===== src/rtl/ram_req_ctrl.sv =====
// ram_req_ctrl: valid/ready request/response front-end for a single-port
// synchronous RAM. Handles one transaction at a time. The RAM has no byte
// enables, so a partially masked write is done as a read-modify-write.
//
// state | meaning
// ------+-------------------------------------------------------------
// IDLE  | ready for a request; RAM port driven directly from request
// RD    | read issued at accept edge; capture RamDataOut this cycle
// MERGE | partial write: merge old word with masked write data, write
// RSP   | response presented; held stable until RspReady
module ram_req_ctrl #(
  parameter int DATAWIDTH = 32,
  parameter int ADDRWIDTH = 16
) (
  input  logic                   Clk,
  input  logic                   RstN,
  input  logic                   ReqValid,
  output logic                   ReqReady,
  input  logic                   ReqWrite,
  input  logic [ADDRWIDTH-1:0]   ReqAddr,
  input  logic [DATAWIDTH-1:0]   ReqWData,
  input  logic [DATAWIDTH/8-1:0] ReqByteEn,
  output logic                   RspValid,
  input  logic                   RspReady,
  output logic                   RspIsWrite,
  output logic [DATAWIDTH-1:0]   RspRData,
  output logic [ADDRWIDTH-1:0]   RamAddr,
  output logic [DATAWIDTH-1:0]   RamDataIn,
  output logic                   RamWriteEnable,
  input  logic [DATAWIDTH-1:0]   RamDataOut
);

  localparam int BEWIDTH = DATAWIDTH / 8;

  typedef enum logic [1:0] {
    IDLE  = 2'd0,
    RD    = 2'd1,
    MERGE = 2'd2,
    RSP   = 2'd3
  } state_t;

  state_t               state_q, state_d;
  logic [ADDRWIDTH-1:0] addr_q, addr_d;
  logic [DATAWIDTH-1:0] wdata_q, wdata_d;
  logic [BEWIDTH-1:0]   be_q, be_d;
  logic                 rsp_is_write_q, rsp_is_write_d;
  logic [DATAWIDTH-1:0] rsp_rdata_q, rsp_rdata_d;
  logic                 accept;

  assign ReqReady   = (state_q == IDLE) & RstN;
  assign accept     = ReqValid & ReqReady;
  assign RspValid   = (state_q == RSP);
  assign RspIsWrite = rsp_is_write_q;
  assign RspRData   = rsp_rdata_q;

  // State and transaction registers; synchronous active-low reset drops any
  // in-flight transaction or pending response.
  always_ff @(posedge Clk) begin
    if (!RstN) begin
      state_q        <= IDLE;
      addr_q         <= '0;
      wdata_q        <= '0;
      be_q           <= '0;
      rsp_is_write_q <= 1'b0;
      rsp_rdata_q    <= '0;
    end else begin
      state_q        <= state_d;
      addr_q         <= addr_d;
      wdata_q        <= wdata_d;
      be_q           <= be_d;
      rsp_is_write_q <= rsp_is_write_d;
      rsp_rdata_q    <= rsp_rdata_d;
    end
  end

  // Next-state, latched request fields, response payload and RAM port drive.
  always_comb begin
    state_d        = state_q;
    addr_d         = addr_q;
    wdata_d        = wdata_q;
    be_d           = be_q;
    rsp_is_write_d = rsp_is_write_q;
    rsp_rdata_d    = rsp_rdata_q;
    RamAddr        = addr_q;
    RamDataIn      = wdata_q;
    RamWriteEnable = 1'b0;

    unique case (state_q)
      IDLE: begin
        // With no valid request the RAM just performs a harmless read.
        RamAddr        = ReqAddr;
        RamDataIn      = ReqWData;
        RamWriteEnable = ReqValid & ReqWrite & (&ReqByteEn) & RstN;
        if (accept) begin
          addr_d  = ReqAddr;
          wdata_d = ReqWData;
          be_d    = ReqByteEn;
          if (!ReqWrite) begin
            state_d = RD;
          end else if ((&ReqByteEn) || (ReqByteEn == '0)) begin
            // Full write already committed this edge; empty mask writes nothing.
            state_d        = RSP;
            rsp_is_write_d = 1'b1;
            rsp_rdata_d    = '0;
          end else begin
            state_d = MERGE;
          end
        end
      end
      RD: begin
        rsp_is_write_d = 1'b0;
        rsp_rdata_d    = RamDataOut;
        state_d        = RSP;
      end
      MERGE: begin
        // Old word was read at the accept edge and is on RamDataOut now.
        RamWriteEnable = RstN;
        for (int i = 0; i < BEWIDTH; i++) begin
          RamDataIn[8*i +: 8] = be_q[i] ? wdata_q[8*i +: 8] : RamDataOut[8*i +: 8];
        end
        rsp_is_write_d = 1'b1;
        rsp_rdata_d    = '0;
        state_d        = RSP;
      end
      RSP: begin
        if (RspReady) begin
          state_d = IDLE;
        end
      end
      default: begin
        state_d = IDLE;
      end
    endcase
  end

endmodule


===== config.mk =====
export PLATFORM = sky130hd
export DESIGN_NAME = ram_req_ctrl
export DESIGN_NICKNAME = d
export VERILOG_FILES = /design/src/rtl/ram_req_ctrl.sv
export SDC_FILE = /design/constraint.sdc
export NUM_CORES = 1
export LEC_CHECK = 0
export BUFFER_PORTS_ARGS = -buffer_cell sky130_fd_sc_hd__buf_4
export CAP_MARGIN = 20
export CORE_ASPECT_RATIO = 1.4
export CORE_MARGIN = 5
export CORE_UTILIZATION = 43
export CTS_CLUSTER_DIAMETER = 40
export DETAILED_ROUTE_END_ITERATION = 8
export HOLD_SLACK_MARGIN = 0.05
export PLACE_DENSITY = 0.88
export RECOVER_POWER = 25
export REMOVE_ABC_BUFFERS = 1
export SYNTH_ARGS = -nofsm -noshare
export SYNTH_HDL_FRONTEND = slang
export SYNTH_SLANG_ARGS = --single-unit

===== constraint.sdc =====
create_clock -name Clk -period 1.88 [get_ports Clk]
set_clock_uncertainty 0.1 [all_clocks]
set_input_delay 0.376 -clock Clk [delete_from_list [all_inputs] [get_ports Clk]]
set_output_delay 0.376 -clock Clk [all_outputs]
set_load 0.005 [all_outputs]

* Word-level counts from Yosys, hierarchy flattened
Cells that the tools add are included.
** Word-level totals
- Memories :: 0
- Bits in writable memories :: 0
- Word-level logic and storage cells :: 47
- Memory bits (read-only) :: 0
- Bits in latches :: 0
- Input port bits :: 89
- Output and inout port bits :: 84
- Register bits :: 87
** Cells by class
- Equality and inequality tests :: 7
- Muxes and demuxes :: 20
- Bitwise gates (word level) :: 5
- Add/sub/neg operators :: 0
- Div/mod/pow operators :: 0
- Shift-type cells :: 0
- Reduce and logical (&&, ||, !) cells :: 9
- $lt $le $gt $ge :: 0
- $mul :: 0
** Operator list (count)
- $mux 32 :: 3
- $pmux 32 s3 :: 1
- $pmux 32 s2 :: 1
- $mux 8 :: 4
- $mux 16 :: 1
- $reduce_and 4->1 :: 2
- $mux 2 :: 3
- $pmux 2 s3 :: 1
- $and 1x1->1 :: 5
- $eq 2x2->1 const B :: 2
- $logic_not 4->1 :: 1
- $mux 1 :: 4
- $ne 2x1->1 const B :: 2
- $ne 2x2->1 const B :: 2
- $reduce_and 2->1 :: 2
- $pmux 1 s3 :: 1
- $reduce_bool 3->1 :: 1
- $eq 2x1->1 const B :: 1
- $logic_not 2->1 :: 1
- $pmux 1 s2 :: 1
- $reduce_or 2->1 :: 1
- $logic_or 1x1->1 :: 1

* Logic depth before layout (Yosys ltp)
- Depth after elaboration :: 6
- Mapped depth :: 9
- Mapped depth without buffers :: 6

* Least setup slack after synthesis
No wires, ideal clock.
- Kind :: input-to-reg
- Start point :: input ReqByteEn[3]
- End point :: register rsp_rdata_q[11] (netlist: RspRData[11])
- Stages on the path :: 5
- Setup time :: 117 ps
- Buffers on the path :: 1
- Data required time :: 1663 ps
- Data arrival time :: 1843 ps
- Path slack :: -180 ps
- Cells stage by stage :: or4_4 > a2111oi_4 > nor3b_2 > buf_6 > a22o_2
** Between the ends
- Word-level cells in the longest chain between the ends :: 4
- Elaborated cells on any way between the ends :: 5
- Those cells by class :: eq/ne (1); reduce/logical (4)
** RTL lines
- start, declared :: line 22 : input logic [DATAWIDTH/8-1:0] ReqByteEn,
- $reduce_and 4->1 or $logic_not 4->1 (tied branches) :: line 100 : end else if ((&ReqByteEn) || (ReqByteEn == '0)) begin
- $logic_or 1x1->1 * :: line 100
- $ne 2x1->1 (no line) *
- $reduce_and 4->1 (no line) *
- end signal, assigned :: line 72 : rsp_rdata_q <= rsp_rdata_d;
- end, declared :: line 47 : logic [DATAWIDTH-1:0] rsp_rdata_q, rsp_rdata_d;
Every way passes the cells marked *; elsewhere a longest branch is shown, timed or not.
A chain may end at the register's enable or synchronous reset.

* Final worst setup path
- Start point :: register state_q[0]
- End point :: output RamAddr[10]
** Between the ends
- Word-level cells in the longest chain between the ends :: 2
** RTL lines
- start, declared :: line 42 : state_t state_q, state_d;
- start signal, assigned :: line 67 : state_q <= state_d;
- $logic_not 2->1 :: line 88 : unique case (state_q)
- $mux 16 :: line 88
- end, declared :: line 27 : output logic [ADDRWIDTH-1:0] RamAddr,
Every way passes these cells.

==> flow_summary.json <==
{
  "status": "finished with violations",
  "violations": "negative setup slack",
  "synth.ff_latch_count": 87,
  "period_needed_ps": 2330,
  "rows": 41,
  "track_usage_pct": 22.0,
  "synth_seq_area_share_pct": 45.2,
  "leakage_nw": 2.78,
  "power_frac_seq_pct": 27.9,
  "synth_top_family_by_area": "compound AO/OA/AOI/OAI gates",
  "final_area_um2": 6020,
  "antenna_found_initial": 0,
  "drt-total-wl_mm": 13.3,
  "drv_slew": 0,
  "min_to": "addr_q[12]",
  "clk_latency_ps": 330,
  "muxShareOfSynthArea_pct": 4.94,
  "combinationalPowerShare_pct": 49.7,
  "hold_class": "primary input to flop",
  "dp_hpwl_mm": 9.33,
  "dpl_cell_area_um2": 5360,
  "postSynthAreaPerCell_um2": 8.92,
  "initial_core_util_pct": 43.4,
  "crit_path_max_fanout": 20,
  "critPathCaptureType": "output port",
  "synth_cell_types": 31,
  "viasPerCell": 5.64,
  "drtPass1Iterations": 6,
  "synthXorXnorAreaFrac_pct": 0,
  "r2r_setup_slack_ps": 0,
  "yosys-top-cells-area": "dfxtp_1 (45%), nand2_1 (10%), a222oi_1 (8.3%), a22o_2 (7.5%), o21ai_0 (6.6%)",
  "cp.arrival_ps": 1850,
  "clock-root-buffer": "clkbuf_16",
  "syn_inst": 432,
  "synthTopCellsByCount": "nand2_1 (107), dfxtp_1 (87), o21ai_0 (51)",
  "max-cap-violations": 0,
  "worstPathRequired_ps": 1400,
  "first_iter_violations": 533,
  "fin_ws_ps": -450,
  "grt_overflow": 0,
  "die_y_um": 122,
  "cts_tree": "built",
  "avgRoutedWirePerCell_um": 18.2,
  "vias": 4109,
  "diodes": 0,
  "path_clk_slew_ps": 60,
  "grt_max_degree": 53,
  "rsz0062_at_grt": "yes",
  "num_io_pins": 173,
  "yosys_most_used_dff": "dfxtp_1",
  "detail-route-antenna-nets": 0,
  "synth_top_area_share_pct": 45.2,
  "fmax_ghz": 0.429,
  "layout-drive-gt1-share_pct": 45.6,
  "synth_most_common_cell": "nand2_1",
  "die_w_um": 90.0,
  "finalSetupViolCount": 50,
  "p_total_mw": 8.62,
  "synth_compound_gate_area_share_pct": 26.6,
  "grt_pass1_vias": 4241,
  "hold_viol": 0,
  "tightest_slew_ps": 533,
  "drc": 0,
  "switchingPower_mw": 2.88,
  "yosys.area_share.adder_pct": 1.95,
  "internal_power_mw": 5.74,
  "core_um2": 8870,
  "rr_worst_depth": 8,
  "timing.final.crit_share_pct": 124,
  "async_flop_share_pct": 0,
  "cts.sinks": 87,
  "cts_max_path_buffers": 2,
  "worstHoldPathCells": 3,
  "gp_congestion": 0.835,
  "synthSimpleGateAreaFrac_pct": 12.9,
  "clkPwrFrac_pct": 22.5,
  "synth-edff-count": 0,
  "timing.max_slew.rel_slack_pct": 64.5,
  "numCtsBuffers": 9,
  "grt_pass1_wl_mm": 20.1,
  "syn_area_um2": 3850,
  "h-tree-depth": 3,
  "critPathKind": "flop to output port",
  "cp-start-kind": "flop",
  "nets": 711,
  "area_delta_synth_final_pct": 56.3,
  "netlist.top_cell.by_area": "dfxtp_1",
  "switching_share_pct": 33.4,
  "setup.worst_path.start": "state_q[0]",
  "die-area_um2": 11000,
  "ir_drop_mv": 1.05,
  "r2r-start": "state_q[0]",
  "min_from": "ReqAddr[12]",
  "portBuffers": 172,
  "timing.rr.end": "RspRData[31]",
  "power-per-cell-area_nw_per_um2": 1430,
  "yosys_warnings": 0
}
==> logic make-up after synthesis <==
family | count (synthesis)
compound gates | 129
fa+ha+maj | 6
buf+inv | 71
flops | 87
mux | 17
simple gates | 122
==> state kept, by name, summed over array words and instances, names as in the netlist <==
name,flops
RspRData,32
RspIsWrite,1
state_q,2
addr_q,16
wdata_q,32
be_q,4
==> critical path: stages (launching register included) <==
cell and delay, ps:
dfxtp_2 330, inv_2 90, buf_6 110, ha_4 180, buf_8 190, buf_4 140
mux2_2 330, buf_4 140
==> worst max-delay path by stage <==
| stage | to | depth (start not counted) |
|---|---|---|
| finish | RamAddr[10] | 7 |
| global route | RamDataIn[13] | 8 |
| CTS | RamDataIn[22] | 8 |
| detailed placement | RspRData[28] | 6 |
| global placement | RspRData[28] | 6 |
| floorplan | addr_q[0] | 4 |
==> area by class of cell <==
class,instances,area [um^2]
fill,706,2850
multi-input combinational,274,1920
timing repair buffer,209,1770
sequential,87,1750
clock buffer,13,260
tap,107,134
inverter,35,131
clock inverter,3,65.1
==> timing repair <==
item / in CTS / in global routing
gates cloned: 0 / 5
resized for setup: 34 / 15
pin swaps: 19 / 9
setup buffers: 4 / 1
hold buffers: 0 / 0
endpoints found under the setup margin: 82 / 96
==> cell usage in the layout, fill, tap and decap left out, drive strengths merged, types with 3 or more instances in the layout <==
master,instances
o21ai,54
nor2,3
nand2,107
a222oi,32
inv,35
a22o,32
nor2b,5
dfxtp,87
mux2,16
a21o,4
ha,6
buf,183
clkbuf,39
==> layer usage <==
layer | routed length, um | track usage [%]
met3 | 1030 | 5.87
met5 | 0 | 0
met1 | 4710 | 23.3
met4 | 387 | 11.5
met2 | 7130 | 39.7
==> power groups by stage <==
stage / clock (mW) / sequential, mW / combinational [mW]
after floorplan: 0 / 2.37 / 1.73
after global placement: 0 / 2.39 / 3.53
after detailed placement: 0 / 2.41 / 3.70
after CTS: 1.96 / 2.39 / 4.04
after global routing: 2.05 / 2.43 / 4.62
final: 1.94 / 2.40 / 4.28
==> metrics by stage <==
stage	worst slack (ps)	util (%)	hold WS, ps	std cells	setup TNS, ps
floorplan	-1910	-	328	396	-182410
global placement	-427	60.2	340	701	-24450
detailed placement	-511	60.4	347	702	-28090
CTS	-444	65.9	135	722	-17900
global route	-554	67.9	156	728	-24020
finish	-450	67.9	143	728	-18270
(Power assumes the default switching activity.)
